--- src/rtl/slide_engine_if.sv ---
// Request/result bundle between a move-order source and the slide engine.
// No latency of its own; plain wires.
// No backpressure: start is a one-cycle request, results are pulses and held flags.
interface slide_engine_if;
  logic        start;
  logic [39:0] board_in;
  logic [33:0] ord_in;
  logic        busy;
  logic        done;
  logic        err;
  logic        hit;
  logic        wb_we;
  logic [3:0]  wb_dst;
  logic [39:0] wb_data;

  modport master (
    output start, board_in, ord_in,
    input  busy, done, err, hit, wb_we, wb_dst, wb_data
  );

  modport slave (
    input  start, board_in, ord_in,
    output busy, done, err, hit, wb_we, wb_dst, wb_data
  );
endinterface

--- src/rtl/slide_engine.sv ---
// 8-puzzle move executor: applies up to 15 blank moves, writes the board back, flags err/hit.
// Latency: d moves take d cycles, then one WRITE cycle and one DONE cycle.
// No backpressure: start is ignored while busy; the write port cannot stall.
module slide_engine #(
  parameter logic [3:0]  DST_REG = 4'd2,
  parameter logic [39:0] GOAL    = 40'h8123456780
) (
  input  logic          clk,
  input  logic          rst_n,
  slide_engine_if.slave bus
);

  typedef enum logic [1:0] {IDLE, RUN, WRITE, DONE} state_t;

  state_t      state_q, state_d;
  logic [39:0] board_q, board_d;
  logic [33:0] ord_q, ord_d;
  logic [3:0]  cnt_q, cnt_d;
  logic        err_q, err_d;
  logic        hit_q, hit_d;

  logic [3:0]  blank;
  logic [3:0]  depth;
  logic [3:0]  col;
  logic [1:0]  mv;
  logic        legal;
  logic [3:0]  nb;
  logic [3:0]  tile;
  logic [39:0] moved;

  assign blank = board_q[39:36];
  assign depth = ord_q[33:30];
  assign col   = blank % 4'd3;

  // Decode the current move and the blank's destination, then build the post-move board.
  always_comb begin
    mv    = 2'b00;
    legal = 1'b0;
    nb    = blank;
    tile  = 4'h0;
    moved = board_q;
    for (int k = 0; k < 15; k++) begin
      if (cnt_q == 4'(k)) mv = ord_q[29-2*k -: 2];
    end
    case (mv)
      2'b00: begin legal = (blank >= 4'd3);  nb = blank - 4'd3; end
      2'b01: begin legal = (blank <= 4'd5);  nb = blank + 4'd3; end
      2'b10: begin legal = (col != 4'd0);    nb = blank - 4'd1; end
      default: begin legal = (col != 4'd2);  nb = blank + 4'd1; end
    endcase
    for (int i = 0; i < 9; i++) begin
      if (nb == 4'(i)) tile = board_q[35-4*i -: 4];
    end
    moved[39:36] = nb;
    for (int i = 0; i < 9; i++) begin
      if (blank == 4'(i)) moved[35-4*i -: 4] = tile;
      if (nb == 4'(i))    moved[35-4*i -: 4] = 4'h0;
    end
  end

  // Next-state and datapath updates for the IDLE/RUN/WRITE/DONE sequence.
  always_comb begin
    state_d = state_q;
    board_d = board_q;
    ord_d   = ord_q;
    cnt_d   = cnt_q;
    err_d   = err_q;
    hit_d   = hit_q;
    case (state_q)
      IDLE: begin
        if (bus.start) begin
          board_d = bus.board_in;
          ord_d   = bus.ord_in;
          cnt_d   = 4'd0;
          err_d   = 1'b0;
          hit_d   = 1'b0;
          if (bus.board_in[39:36] > 4'd8) begin
            err_d   = 1'b1;
            state_d = DONE;
          end else if (bus.ord_in[33:30] == 4'd0) begin
            state_d = WRITE;
          end else begin
            state_d = RUN;
          end
        end
      end
      RUN: begin
        if (!legal) begin
          // Board is frozen at the last legal position; no write-back for this run.
          err_d   = 1'b1;
          state_d = DONE;
        end else begin
          board_d = moved;
          cnt_d   = cnt_q + 4'd1;
          if (({1'b0, cnt_q} + 5'd1) == {1'b0, depth}) state_d = WRITE;
        end
      end
      WRITE: begin
        hit_d   = (board_q == GOAL);
        state_d = DONE;
      end
      default: begin
        state_d = IDLE;
      end
    endcase
  end

  // State register with synchronous active-low reset.
  always_ff @(posedge clk) begin
    if (!rst_n) begin
      state_q <= IDLE;
      board_q <= '0;
      ord_q   <= '0;
      cnt_q   <= '0;
      err_q   <= 1'b0;
      hit_q   <= 1'b0;
    end else begin
      state_q <= state_d;
      board_q <= board_d;
      ord_q   <= ord_d;
      cnt_q   <= cnt_d;
      err_q   <= err_d;
      hit_q   <= hit_d;
    end
  end

  assign bus.busy    = (state_q != IDLE);
  assign bus.done    = (state_q == DONE);
  assign bus.wb_we   = (state_q == WRITE);
  assign bus.err     = err_q;
  assign bus.hit     = hit_q;
  assign bus.wb_dst  = DST_REG;
  assign bus.wb_data = board_q;

endmodule

--- src/flat_wrapper.sv ---
// flat-port wrapper written by rule: the top's interface ports become plain ports
module slide_engine_flat 
#(
  parameter logic [3:0]  DST_REG = 4'd2,
  parameter logic [39:0] GOAL    = 40'h8123456780
)
  (clk, rst_n, bus_start, bus_board_in, bus_ord_in, bus_busy, bus_done, bus_err, bus_hit, bus_wb_we, bus_wb_dst, bus_wb_data);
  slide_engine_if bus_i ();
  input  logic clk;
  input  logic rst_n;
  input wire logic [$bits(bus_i.start)-1:0] bus_start;
  input wire logic [$bits(bus_i.board_in)-1:0] bus_board_in;
  input wire logic [$bits(bus_i.ord_in)-1:0] bus_ord_in;
  output wire logic [$bits(bus_i.busy)-1:0] bus_busy;
  output wire logic [$bits(bus_i.done)-1:0] bus_done;
  output wire logic [$bits(bus_i.err)-1:0] bus_err;
  output wire logic [$bits(bus_i.hit)-1:0] bus_hit;
  output wire logic [$bits(bus_i.wb_we)-1:0] bus_wb_we;
  output wire logic [$bits(bus_i.wb_dst)-1:0] bus_wb_dst;
  output wire logic [$bits(bus_i.wb_data)-1:0] bus_wb_data;
  assign bus_i.start = bus_start;
  assign bus_i.board_in = bus_board_in;
  assign bus_i.ord_in = bus_ord_in;
  assign bus_busy = bus_i.busy;
  assign bus_done = bus_i.done;
  assign bus_err = bus_i.err;
  assign bus_hit = bus_i.hit;
  assign bus_wb_we = bus_i.wb_we;
  assign bus_wb_dst = bus_i.wb_dst;
  assign bus_wb_data = bus_i.wb_data;
  slide_engine #(.DST_REG(DST_REG), .GOAL(GOAL)) u_core (.clk(clk), .rst_n(rst_n), .bus(bus_i));
endmodule
--- config.mk ---
export PLATFORM = sky130hd
export DESIGN_NAME = slide_engine_flat
export DESIGN_NICKNAME = d
export VERILOG_FILES = /design/src/rtl/slide_engine_if.sv /design/src/rtl/slide_engine.sv /design/src/flat_wrapper.sv
export SDC_FILE = /design/constraint.sdc
export NUM_CORES = 1
export LEC_CHECK = 0
export BUFFER_PORTS_ARGS = -buffer_cell sky130_fd_sc_hd__buf_2
export CAP_MARGIN = 5
export CELL_PAD_IN_SITES_DETAIL_PLACEMENT = 0
export CELL_PAD_IN_SITES_GLOBAL_PLACEMENT = 2
export CORE_MARGIN = 1.5
export CORE_UTILIZATION = 28
export DETAILED_ROUTE_END_ITERATION = 7
export GPL_TIMING_DRIVEN = 0
export HOLD_SLACK_MARGIN = 0.02
export PLACE_DENSITY_LB_ADDON = 0.1
export SYNTH_ARGS = -nofsm -noshare
export SYNTH_HDL_FRONTEND = slang
export SYNTH_SLANG_ARGS = --single-unit
export TNS_END_PERCENT = 100
--- constraint.sdc ---
create_clock -name clk -period 4.2 [get_ports clk]
set_input_delay 0.42 -clock clk [delete_from_list [all_inputs] [get_ports clk]]
set_output_delay 0.42 -clock clk [all_outputs]
set_load 0.02 [all_outputs]
* Yosys cells after proc, flatten, opt, wreduce, memory -nomap -nowiden *
Cells that the tools add are included.

storage, ports and cells
  logic and storage cells = 162
  bits in latches = 0
  memories = 0
  register bits = 82
  output and inout bits = 49
  bits in writable memories = 0
  bits in read-only memories = 0

cells by class
  muxes and demuxes = 62
  reduce and logical (&&, ||, !) cells = 24
  equality and inequality tests = 51
  shifts and indexed selects = 0
  multiply operators = 0
  divide/modulo/power cells = 1
  add/sub/neg operators = 6
  bitwise gates (word level) = 0
  magnitude comparators = 3

operators with widths
  operator                number
  $mux W4                 29
  $mux W40                2
  $pmux W40 S2            1
  $eq A4 B3 Y1 const B    12
  $eq A40 B40 Y1 const B  1
  $mux W2                 20
  $eq A4 B4 Y1 const B    9
  $reduce_and A4 Y1       9
  $ne A3 B1 Y1 const B    9
  $eq A4 B2 Y1 const B    6
  $logic_not A4 Y1        4
  $eq A4 B1 Y1 const B    3
  $pmux W4 S3             1
  $add A4 B1 Y4 const B   2
  $pmux W4 S2             1
  $eq A2 B2 Y1 const B    3
  $pmux W2 S3             1
  $reduce_and A2 Y1       3
  $reduce_and A3 Y1       2
  $reduce_bool A2 Y1      3
  $add A4 B1 Y5 const B   1
  $eq A5 B4 Y1            1
  $add A4 B2 Y4 const B   1
  $eq A2 B1 Y1 const B    2
  15 further kinds        21

* Logic depth before layout (Yosys ltp) *
  depth after elaboration = 32
  depth in mapped cells = 23
  gate-level depth less buffers = 20

* Worst setup path after synthesis *
Ideal clock, no wire load.

  path kind = reg-to-reg
  start = reg u_core.cnt_q[0]
  end = reg u_core.board_q[24] (netlist: u_core.bus.wb_data[24])
  cell stages (with the launch flop) = 17
  slack = -315 ps
  clock period less this slack = 4515 ps
  library setup time = 137 ps
  data arrival time = 4378 ps
  required time = 4063 ps
  path buffers = 1
  path through = dfxtp_1 > inv_1 > ha_1 > buf_2 > or4_1 > a311o_1 > o221ai_4 > nand2_4 > or2_2 > fa_1 > mux2i_4 > xor2_4 > mux2_1 > a221o_1 > nand3_1 > a21boi_2 > o221ai_1

on the way
  cells in the longest elaborated chain, start to end = 32
  elaborated cells between the ends (all ways) = 60
  those cells by class = 26 x eq/ne; 30 x mux; 4 x reduce/logical

RTL lines
  element                                     line                 source
  from (decl)                                 slide_engine.sv:18   logic [3:0] cnt_q, cnt_d;
  from (signal assigned)                      slide_engine.sv:121  cnt_q <= cnt_d;
  $logic_not A4 Y1                            slide_engine.sv:43   if (cnt_q == 4'(k)) mv = ord_q[29-2*k -: 2];
  $mux W2 (14 in a row)                       slide_engine.sv:43
  $mux W2 (*)                                 slide_engine.sv:43
  $eq A2 B2 Y1, or another cell as far along  slide_engine.sv:45   case (mv)
  $pmux W4 S3                                 slide_engine.sv:45
  $logic_not A4 Y1                            slide_engine.sv:52   if (nb == 4'(i)) tile = board_q[35-4*i -: 4];
  $mux W4 (9 in a row)                        slide_engine.sv:52
  $mux W4                                     slide_engine.sv:56   if (blank == 4'(i)) moved[35-4*i -: 4] = tile;
  $mux W4                                     slide_engine.sv:57   if (nb == 4'(i)) moved[35-4*i -: 4] = 4'h0;
  $mux W40                                    slide_engine.sv:88   if (!legal) begin
  $pmux W40 S2                                slide_engine.sv:69   case (state_q)
  to (signal assigned)                        slide_engine.sv:119  board_q <= board_d;
  to (decl)                                   slide_engine.sv:16   logic [39:0] board_q, board_d;

Mark *: on every way between the ends. The rest lies on a longest branch, timed or not. The select of a mux whose other input is x is not followed.
A chain may end at the register's enable or synchronous reset.

* Final worst setup path *
  start = reg u_core.cnt_q[0]
  end = reg u_core.board_q[16] (netlist: u_core.bus.wb_data[16])

Same word-level chain as after synthesis.

==> impl_metrics.tcl <==
set metrics [dict create \
    placement.io_buffers 121 \
    dp_cells 1048 \
    yosys-top-cells-area "dfxtp_1 31%, nand2_1 8.3%, a21oi_1 7.2%" \
    fp.dieH_um 141 \
    setup_viol 30 \
    grt_pass1_vias 6034 \
    reg2reg_depth 16 \
    setup_ws_ns -0.172 \
    cts_tree "done" \
    critPathMaxFanout 9 \
    synth_seq_cells 82 \
    grt_max_degree 17 \
    num_vias 5999 \
    syn_area_um2 5320 \
    n_antenna_cell 0 \
    drv_cap 0 \
    p_leak_nw 3.07 \
    syn2layout_area_growth_pct 43.1 \
    yosysMostFrequentCell "nand2_1" \
    dr.pass1.iters 6 \
    drt_wl_total_um 22400 \
    critPathCaptureType "register" \
    hold_viol_final 0 \
    ff2ff_setup_slack_ns -0.17 \
    status "finished, violations left" \
    synth_common_cells "117 x nand2_1, 82 x dfxtp_1, 76 x a21oi_1, 31 x nor2_1, 27 x clkbuf_1" \
    power_density_nw_per_um2 774 \
    arrival_ns 4.59 \
    cp-startpoint "u_core.cnt_q[0]$_SDFFE_PN0P_" \
    place_area_um2 6290 \
    start_util 0.285 \
    worstSetupPathType "register to register" \
    avgRoutedWirePerCell_um 20.1 \
    grtUsageTotal 0.226 \
    final_nets 967 \
    fmax_mhz 229 \
    placementRows 50 \
    via_per_inst 5.39 \
    preCtsSetupSlack_ns -1.52 \
    grt_overflow 0 \
    clkTransAtPathRegs_ns 0.07 \
    cts_max_level 3 \
    clkLatencyLatePin_ns 0.36 \
    first_iter_violations 351 \
    final_cells 1112 \
    core_um2 18600 \
    hold_path.class "input port to register" \
    drive_gt1_frac 0.352 \
    boundaryPins 126 \
    grt_pass1_wl_um 34400 \
    antenna_found_initial 0 \
    r2r_end "u_core.bus.wb_data[16]$_SDFFE_PN0P_" \
    yosysTopAreaCell "dfxtp_1" \
    violations "negative setup slack" \
    post-route-min-period_ns 4.37 \
    syn_inst 691 \
    postLayoutCellArea_um2 7610 \
    synthDistinctLibCells 82 \
    worst_pin_slew_ns 0.732 \
    endpoint "u_core.bus.wb_data[16]$_SDFFE_PN0P_" \
    ant_nets 0 \
    start_kind "register" \
    drc 0 \
    synth_edf_count 0 \
    r2r-start "u_core.cnt_q[0]$_SDFFE_PN0P_" \
    clockBufferDepth 2 \
    rsz0062_at_grt "yes" \
    fin_skew_ns 0.00876 \
    die_w_um 141 \
    ys.warnings.count 0 \
    yosysSeqAreaShare 0.309 \
    hpwl_um 16900 \
    die_area_um2 19800 \
    gp_congestion 0.881 \
    synthFlopType "dfxtp_1" \
    syn_area_per_cell_um2 7.70 \
    postSynth.asyncResetShare 0 \
    post-route-period-util 1.04 \
    max-vdd-ir-drop_v 0.000309 \
    slew_violations 0 \
    clock_sinks 82 \
    cts_buffers 9 \
    cts-root-buf "clkbuf_16" \
    cp.required_ns 4.41 \
    slew_headroom 0.512 \
    yosysTopAreaCellShare 0.309 \
]
[report_power, final]
group          total (mW)  switching, mW  internal, mW  leakage (nW)
Combinational        3.81           2.15          1.65          2.25
Clock               0.852          0.379         0.473         0.149
Sequential           1.23          0.257         0.975         0.674
Total                5.89           2.79          3.10          3.07
[critical path, stage by stage, from the launching register on]
cell and delay, ns:
dfxtp_4 0.37, ha_2 0.19, buf_6 0.13, or4_1 0.52
a311o_1 0.36, o221ai_4 0.20, nand2_4 0.07, or2_4 0.25
fa_2 0.40, mux2i_4 0.22, xor2_4 0.27, mux2_4 0.32
a221o_1 0.37, nand3_2 0.08, a21boi_4 0.21, buf_12 0.16
o22ai_2 0.09
[final cells by class]
cell class	instances	area, µm²
fillers	1987	11000
multi-input cells	538	3920
flip-flops and latches	82	1650
repair buffers	171	1070
well taps	234	293
plain buffers	47	269
clock buffers	9	225
inverters	24	97.6
clock inverters	7	83.8
[sequential cells by signal, indices dropped and copies added, names as in the netlist]
name	count
u_core.bus.wb_data	40
u_core.cnt_q	4
u_core.bus.err	1
u_core.bus.hit	1
u_core.ord_q	34
u_core.state_q	2
[layer usage]
metal | GRT usage | part of all wire | wire, µm | vias up
li1 | - | - | - | 2882
met1 | 0.281 | 0.44 | 9930 | 2885
met2 | 0.393 | 0.49 | 10900 | 197
met3 | 0.0319 | 0.042 | 937 | 35
met4 | 0.0877 | 0.026 | 592 | 0
met5 | 0 | 0 | 0 | -
[cell families (layout without fill, tap and decap cells)]
family / count (synthesis) / in the layout / share of synthesized area
xor gates and xnor gates: 10 / 10 / 0.0228
adders and majority gates: 17 / 17 / 0.0414
buffers and inverters: 73 / 258 / 0.0598
and+or+nand+nor: 263 / 263 / 0.248
muxes: 14 / 14 / 0.0341
DFF: 82 / 82 / 0.309
AOI/OAI and AO/OA: 230 / 230 / 0.283
other: 2 / 4 / 0.00141
[timing repair]
item | CTS | global route
setup endpoints to repair | 47 | 46
gates resized for setup | 82 | 46
hold buffers | 0 | 0
pin swaps | 30 | 16
buffers inserted | 39 | 9
cloned | 2 | 0
[worst min path at each step]
stage                                        from                                  end  slack, ns  depth (start not counted)
floorplan            u_core.ord_q[0]$_SDFFE_PN0P_         u_core.ord_q[0]$_SDFFE_PN0P_       0.43                          2
global placement     u_core.ord_q[0]$_SDFFE_PN0P_         u_core.ord_q[0]$_SDFFE_PN0P_       0.45                          2
detailed placement  u_core.ord_q[12]$_SDFFE_PN0P_        u_core.ord_q[12]$_SDFFE_PN0P_       0.45                          2
CTS                              bus_board_in[30]  u_core.bus.wb_data[30]$_SDFFE_PN0P_       0.27                          3
global route                     bus_board_in[22]  u_core.bus.wb_data[22]$_SDFFE_PN0P_       0.28                          3
finish                           bus_board_in[22]  u_core.bus.wb_data[22]$_SDFFE_PN0P_       0.27                          3
[through the flow]
stage | setup TNS, ns | util | hold slack [ns] | total power [mW]
after detailed placement | -63.71 | 0.337 | 0.451 | 3.87
after CTS | -1.48 | 0.393 | 0.267 | 5.57
final | -2.21 | 0.408 | 0.268 | 5.89
after global routing | -8.57 | 0.408 | 0.280 | 6.21
after global placement | -60.92 | 0.337 | 0.446 | 3.85
after floorplan | -0.212 | - | 0.434 | 2.98
[placed cells by master (no fill, tap or decap), drive strengths merged, types with 9 or more instances in the layout]
cell / n
a22oi: 13
nor2b: 17
nand2: 118
o21ai: 41
mux2i: 9
a31oi: 13
inv: 26
buf: 191
dfxtp: 82
nand3b: 9
nor2: 31
a21oi: 79
nand3: 23
o211ai: 10
o22ai: 15
ha: 16
clkbuf: 35
Power figures use the tool's default switching activity.
